--- src/rtl/stdp_ctrl.sv ---
// stdp_ctrl -- pair-based spike-timing-dependent plasticity controller.
//
// Pairs each presynaptic spike with the nearest postsynaptic spike (and vice
// versa) inside a window of WIN cycles. Then it applies a weight step that
// halves for every extra cycle of separation. The step is added when pre
// leads post (potentiation) and subtracted when post leads pre (depression).
// The result saturates to [0,255].
//
// Ports
//   clk           : single clock, rising edge
//   rst_n         : asynchronous active-low reset
//   ena           : enable; low freezes FSM, timer, weight and outputs
//   pre_spike     : presynaptic spike, sampled each rising edge
//   post_spike    : postsynaptic spike, sampled each rising edge
//   weight        : current synaptic weight (registered, unsigned)
//   update_w_flag : one-cycle pulse in the cycle a new weight first appears
//   time_diff     : dt of the most recently applied pair
//   ltp           : direction of the most recently applied pair (1 = potentiation)
//   busy          : high whenever the FSM is not IDLE
//   state_dbg     : raw FSM state for observation (0 IDLE, 1 PRE_WAIT,
//                   2 POST_WAIT, 3 UPDATE)
module stdp_ctrl #(
   parameter logic [7:0] W_INIT = 8'd128,
   parameter logic [7:0] A_MAX  = 8'd16,
   parameter logic [3:0] WIN    = 4'd15
) (
   input  logic       clk,
   input  logic       rst_n,
   input  logic       ena,
   input  logic       pre_spike,
   input  logic       post_spike,
   output logic [7:0] weight,
   output logic       update_w_flag,
   output logic [3:0] time_diff,
   output logic       ltp,
   output logic       busy,
   output logic [1:0] state_dbg
);

   typedef enum logic [1:0] {
      IDLE      = 2'd0,
      PRE_WAIT  = 2'd1,
      POST_WAIT = 2'd2,
      UPDATE    = 2'd3
   } state_t;

   state_t     state, state_nx;
   logic [3:0] timer, timer_nx;
   logic [3:0] pend_dt, pend_dt_nx;   // dt of the pair waiting in UPDATE
   logic       pend_ltp, pend_ltp_nx; // direction of the pair waiting in UPDATE
   logic       apply;                 // high while in UPDATE: commit on this edge

   logic [3:0] shamt;
   logic [7:0] dw;
   logic [8:0] w_up;
   logic [8:0] w_dn;
   logic [7:0] weight_nx;

   // ---------------------------------------------------------------
   // Next-state logic
   // ---------------------------------------------------------------
   always_comb begin
      state_nx    = state;
      timer_nx    = timer;
      pend_dt_nx  = pend_dt;
      pend_ltp_nx = pend_ltp;
      apply       = 1'b0;
      case (state)
         IDLE: begin
            timer_nx = 4'd0;
            // Coincident pre and post give dt=0, which carries no timing
            // information, so the pair is dropped.
            if (pre_spike && !post_spike) begin
               state_nx = PRE_WAIT;
               timer_nx = 4'd1;
            end else if (post_spike && !pre_spike) begin
               state_nx = POST_WAIT;
               timer_nx = 4'd1;
            end
         end
         PRE_WAIT: begin
            // A partner spike wins over a repeated pre and over the timeout.
            if (post_spike) begin
               pend_dt_nx  = timer;
               pend_ltp_nx = 1'b1;
               timer_nx    = 4'd0;
               state_nx    = UPDATE;
            end else if (pre_spike) begin
               timer_nx = 4'd1;            // nearest-neighbour: newest pre counts
            end else if (timer == WIN) begin
               timer_nx = 4'd0;
               state_nx = IDLE;
            end else begin
               timer_nx = timer + 4'd1;
            end
         end
         POST_WAIT: begin
            if (pre_spike) begin
               pend_dt_nx  = timer;
               pend_ltp_nx = 1'b0;
               timer_nx    = 4'd0;
               state_nx    = UPDATE;
            end else if (post_spike) begin
               timer_nx = 4'd1;
            end else if (timer == WIN) begin
               timer_nx = 4'd0;
               state_nx = IDLE;
            end else begin
               timer_nx = timer + 4'd1;
            end
         end
         UPDATE: begin
            apply    = 1'b1;
            state_nx = IDLE;
         end
         default: state_nx = IDLE;
      endcase
   end

   // ---------------------------------------------------------------
   // Weight arithmetic: dw = A_MAX >> (dt-1). pend_dt is at least 1 here.
   // A shift of 8 or more naturally yields 0.
   // ---------------------------------------------------------------
   always_comb begin
      shamt = pend_dt - 4'd1;
      dw    = A_MAX >> shamt;
      w_up  = {1'b0, weight} + {1'b0, dw};
      w_dn  = {1'b0, weight} - {1'b0, dw};
      if (pend_ltp) begin
         weight_nx = w_up[8] ? 8'hFF : w_up[7:0];
      end else begin
         weight_nx = w_dn[8] ? 8'h00 : w_dn[7:0];   // borrow means underflow
      end
   end

   // ---------------------------------------------------------------
   // State and output registers
   // ---------------------------------------------------------------
   always_ff @(posedge clk or negedge rst_n) begin
      if (!rst_n) begin
         state         <= IDLE;
         timer         <= 4'd0;
         pend_dt       <= 4'd0;
         pend_ltp      <= 1'b0;
         weight        <= W_INIT;
         update_w_flag <= 1'b0;
         time_diff     <= 4'd0;
         ltp           <= 1'b0;
      end else if (ena) begin
         state         <= state_nx;
         timer         <= timer_nx;
         pend_dt       <= pend_dt_nx;
         pend_ltp      <= pend_ltp_nx;
         update_w_flag <= apply;
         if (apply) begin
            weight    <= weight_nx;
            time_diff <= pend_dt;
            ltp       <= pend_ltp;
         end
      end
   end

   assign busy      = (state != IDLE);
   assign state_dbg = state;

endmodule

--- config.mk ---
export PLATFORM = sky130hd
export DESIGN_NAME = stdp_ctrl
export DESIGN_NICKNAME = d
export VERILOG_FILES = /design/src/rtl/stdp_ctrl.sv
export SDC_FILE = /design/constraint.sdc
export NUM_CORES = 1
export LEC_CHECK = 0
export CAP_MARGIN = 15
export CORE_MARGIN = 2
export CORE_UTILIZATION = 50
export CTS_CLUSTER_SIZE = 10
export DETAILED_ROUTE_END_ITERATION = 8
export PLACE_DENSITY_LB_ADDON = 0.3
export SYNTH_ARGS = -nofsm -noshare
export SYNTH_HDL_FRONTEND = slang
export SYNTH_SLANG_ARGS = --single-unit
--- constraint.sdc ---
create_clock -name clk -period 2.6 [get_ports clk]
set_input_delay 0.78 -clock clk [delete_from_list [all_inputs] [get_ports clk]]
set_output_delay 0.78 -clock clk [all_outputs]
set_load 0.03 [all_outputs]
Word level (Yosys, flattened, before mapping)
Cells that the tools add are included.
{"block": "totals", "ff_bits": 25, "in_bits": 5, "output_inout_bits": 17, "word_cells": 60}
{"block": "op_classes", "add_sub_neg": 4, "eq_ne": 9, "shift": 1, "muxes": 26, "reduce_logical": 12}
{"cell": "two-way mux 4 bit", "count": 7}
{"cell": "two-way mux 8 bit", "count": 3}
{"cell": "two-way mux 2 bit", "count": 7}
{"cell": "one-hot mux 4 bit (3 select lines)", "count": 1}
{"cell": "adder 8 x 8 -> 9 bit", "count": 1}
{"cell": "inequality test 3 bit (second input constant)", "count": 3}
{"cell": "subtractor 8 x 8 -> 9 bit", "count": 1}
{"cell": "one-hot mux 2 bit (4 select lines)", "count": 1}
{"cell": "one-hot mux 4 bit (2 select lines)", "count": 1}
{"cell": "AND reduction 4 bit", "count": 2}
{"cell": ">> shifter 5 x 4 -> 8 bit (first input constant)", "count": 1}
{"cell": "two-way mux 1 bit", "count": 5}
{"cell": "adder 4 x 1 -> 4 bit (second input constant)", "count": 1}
{"cell": "== test 2 bit (second input constant)", "count": 2}
{"cell": "== test 4 bit (second input constant)", "count": 1}
{"cell": "inequality test 2 bit (second input constant)", "count": 2}
{"cell": "AND reduction 2 bit", "count": 2}
{"cell": "nonzero test 2 bit", "count": 2}
{"cell": "subtractor 4 x 1 -> 4 bit (second input constant)", "count": 1}
{"cell": "nonzero test 3 bit", "count": 1}
{"cell": "== test 2 x 1 -> 1 bit (second input constant)", "count": 1}
{"cell": "logical AND 1 bit", "count": 2}
{"cell": "logical NOT 1 bit", "count": 2}
{"cell": "logical NOT 2 bit", "count": 1}
{"cell": "one-hot mux 1 bit (2 select lines)", "count": 1}

Depth between registers and ports, before layout
{"block": "logic_depth", "ltp_word": 5, "mapped_depth": 11, "mapped_depth_nobuf": 11}

Least setup slack after synthesis
No wires, ideal clock.
{"block": "synth_timing", "path_type": "register to register", "from": "register pend_dt[3]", "to": "register weight[5]", "setup_ns": 0.131, "arrival_ns": 2.386, "required_time_ns": 2.469, "setup_slack_ns": 0.083, "path_stages_with_launch": 12, "path_buffers": 0, "period_less_slack_ns": 2.517, "cell_sequence": "dfrtp_1 -> nand2b_1 -> nor3b_1 -> ha_1 -> inv_1 -> fa_1 -> a211o_2 -> o211ai_2 -> nand2_1 -> nand3_1 -> a21oi_1 -> or3_1"}
{"block": "synth_between", "elab_chain_cells": 5, "elab_cells_between_ends": 7, "classes_between": "3 x add/sub; 1 x shift; 3 x mux"}
{"element": "start: declaration", "line": "49", "rtl": "logic [3:0] pend_dt, pend_dt_nx;"}
{"element": "start signal: assignment", "line": "152", "rtl": "pend_dt <= pend_dt_nx;"}
{"element": "subtractor 4 x 1 -> 4 bit (*)", "line": "125", "rtl": "shamt = pend_dt - 4'd1;"}
{"element": ">> shifter 5 x 4 -> 8 bit (*)", "line": "126", "rtl": "dw = A_MAX >> shamt;"}
{"element": "subtractor 8 x 8 -> 9 bit or adder 8 x 8 -> 9 bit (tied branches)", "line": "128, 127"}
{"element": "two-way mux 8 bit, on equally long branches", "line": "132, 130"}
{"element": "two-way mux 8 bit (*)", "line": "129", "rtl": "if (pend_ltp) begin"}
{"element": "end signal: assignment", "line": "156", "rtl": "weight <= weight_nx;"}
{"element": "end: declaration", "line": "32", "rtl": "output logic [7:0] weight,"}
Mark *: on every way between the ends. The rest lies on a longest branch, timed or not.
A chain may end at the register's enable or synchronous reset.

Final worst setup path
{"block": "layout_timing", "from": "register pend_dt[3]", "to": "register weight[4]"}
The elaborated chain is that of the path after synthesis.

==> metrics.cfg <==
[outcome]
status=finished clean

[clock_network]
cts_tree=built
numCtsBuffers=3
cts_buffer_depth=2
insertion_delay_ns=0.28
cts_root_buf=clkbuf_8
cts_htree_levels=1
cts.clk_slew.worst_paths_ns=0.09
clock_sinks=25
hold_buffers=0

[synthesis]
synth-edff-count=0
yosys_warnings=0
synth_seq_area_share_pct=32.5
yosysMostFrequentCell=nand2_1
yosys.area.top_type=dfrtp_1
synth_fa_ha_area_share_pct=14.4
yosys-top-cells-count=35 x nand2_1, 24 x dfrtp_1, 19 x ha_1, 19 x nor2_1, 18 x inv_1
synth_xor_xnor_area_share_pct=0.909
avgSynthCellArea_um2=8.49
synth_top_family_by_area=simple AND/OR/NAND/NOR gates
synth_area_leaders=dfrtp_1 31%, ha_1 12%, nand2_1 6.8%
synth_top_area_share_pct=31.2
async_flop_share_pct=100
synth_top_flop_cell=dfrtp_1
synthMuxAreaShare_pct=2.86
synth_cell_type_count=55
ys_ff_latch=25
syn_nets=253
syn_inst=227
syn_area_um2=1930
synth-compound-area-share_pct=20.3
yosys.area_share.simple_pct=23.7

[routing]
viasPerCell=5.68
num_vias=1750
drc=0
drtIter0Drc=141
wl_mm=4.76
ant_nets=0
drtPass1Iterations=4
wl_per_cell_um=15.4

[floorplan]
io_pins=22
core.rowCount=22
dieArea_um2=4370
die_y_um=66.1
fp.dieW_um=66.1
core-area_um2=3690
initial_core_util_pct=52.2

[final_layout]
finalNonFillerCells=308
drive_gt1_share_pct=20.4
antenna_cells=0
syn_to_final_growth_pct=25.1
nNetsFinal=287
nFillCells=319

[grt]
grt_overflow=0
grt_use_total_pct=22.7
grt_max_degree=26
grt_pass1_vias=1659
antenna_found_initial=0
grt_pass1_wl_mm=7.61

[worst_setup_path]
cp.required_ns=2.82
critPathMaxFanout=4
cpPeakStageDelay_ns=0.42
worst-endpoint-arrival_ns=2.76
critPathTopFamily=compound AO/OA/AOI/OAI gates
crit_buf_inv=1
start_kind=flip-flop
path_class=flip-flop to flip-flop
cp_cell_sequence=nand2b_4 > nor3b_2 > ha_2 > inv_2 > fa_2 > a211o_4 > o21ai_2 > or3b_1 > a31oi_1 > o22a_1
end_kind=flip-flop
slowest_stage=dfrtp_1

[power]
power_density_nw_per_um2=1110
power.leakage_uw=0.00109
peakVddDrop_mv=0.621
power_uw=2680

[sta]
fin_crit_ns=2.54
setup_viol=0
fmax_ghz=0.394
fin_skew_ns=0.00130
rsz0062_at_grt=true
worstMarginPinSlew_ns=0.526
slew_viol_final=0
maxSlewHeadroom_pct=64.6
hold_viol_final=0
fin_crit_sh_pct=97.6
worst_slack_ns=0.0628
setup_tns_ns=0
holdWs_ns=0.484

[placement]
port_buffers=21
dp_slack_ns=-0.0502
dp_hpwl_mm=3.45
dpl.cell_count=299
gp_congestion=0.876

[hold_path]
hold_class=flip-flop to flip-flop

[job]
maxCapViolCount=0

==> stage by stage <==
step                util, %  area, um2
CTS                    62.2       2290
detailed placement     60.8       2240
finish                 65.3       2410
global placement       60.8       2240
floorplan                 -       1930
global route           65.3       2410
==> cell usage in the layout (no fill, tap or decap), types with 5 or more instances in the layout <==
| master | n |
|---|---|
| a21oi_1 | 9 |
| buf_4 | 15 |
| clkdlybuf4s50_1 | 20 |
| dfrtp_1 | 23 |
| ha_1 | 15 |
| inv_1 | 17 |
| nand2_1 | 34 |
| nand3_1 | 8 |
| nor2_1 | 19 |
| o21ai_0 | 13 |
| o31ai_1 | 5 |
==> sequential cells by signal (all words and copies together), names as in the netlist <==
signal         count
pend_dt            4
pend_ltp           1
update_w_flag      1
timer              4
weight             8
time_diff          4
ltp                1
state_dbg          2
==> final timing paths <==
check / from / to / slack [ns] / cells after the start
max: pend_dt[3]$_DFFE_PN0P_ / weight[4]$_DFFE_PN0P_ / 0.06 / 10
min: time_diff[1]$_DFFE_PN0P_ / time_diff[1]$_DFFE_PN0P_ / 0.48 / 2
max reg2reg: pend_dt[3]$_DFFE_PN0P_ / weight[4]$_DFFE_PN0P_ / 0.06 / 10
min reg2reg: time_diff[1]$_DFFE_PN0P_ / time_diff[1]$_DFFE_PN0P_ / 0.48 / 2
max in group asynchronous: rst_n / weight[7]$_DFFE_PN1P_ / 1.44 / 2
min in group asynchronous: rst_n / weight[5]$_DFFE_PN0P_ / 0.87 / 2
==> final cells by class <==
cell class	count	area [um2]	share of cell area, %
inverter	19	71.3	2.96
timing repair buffer	36	325	13.5
tap	48	60.1	2.49
clock buffer	3	41.3	1.71
sequential	25	628	26.1
clock inverter	1	7.51	0.312
multi-input combinational	176	1280	53.0
==> per-layer routing <==
layer  part of all wire, %  up-vias  global-route usage (%)
li1                      -      865                       -
met2                    52       55                    40.6
met4                   1.2        0                    4.59
met5                     0        -                       0
met1                    42      822                    28.8
met3                   4.8        8                    3.75
==> tightest hold or removal path: cells and delay by family (launching register included) <==
kind,cells,cell delay (ns)
DFF,1,0.36
and+or+nand+nor,2,0.10
==> repair_timing <==
action	CTS	global route
pin swaps	0	7
gates resized for setup	1	22
endpoints found under the hold margin	0	0
setup endpoints to repair	3	9
buffers inserted	0	5
==> logic make-up (layout without fill, tap and decap cells) <==
| logic type | count (synthesis) | after routing |
|---|---|---|
| simple gates | 91 | 91 |
| fa+ha+maj | 21 | 21 |
| flops | 25 | 25 |
| xor+xnor | 2 | 2 |
| buf+inv | 26 | 59 |
| compound gates | 57 | 57 |
| mux | 5 | 5 |
==> where the power goes <==
group	internal [uW]	switching, uW	leakage (uW)
registers	515	200	0.000305
logic	760	958	0.000765
clock network	109	138	0.0000217
No activity file was read; power rests on OpenSTA's default activity.
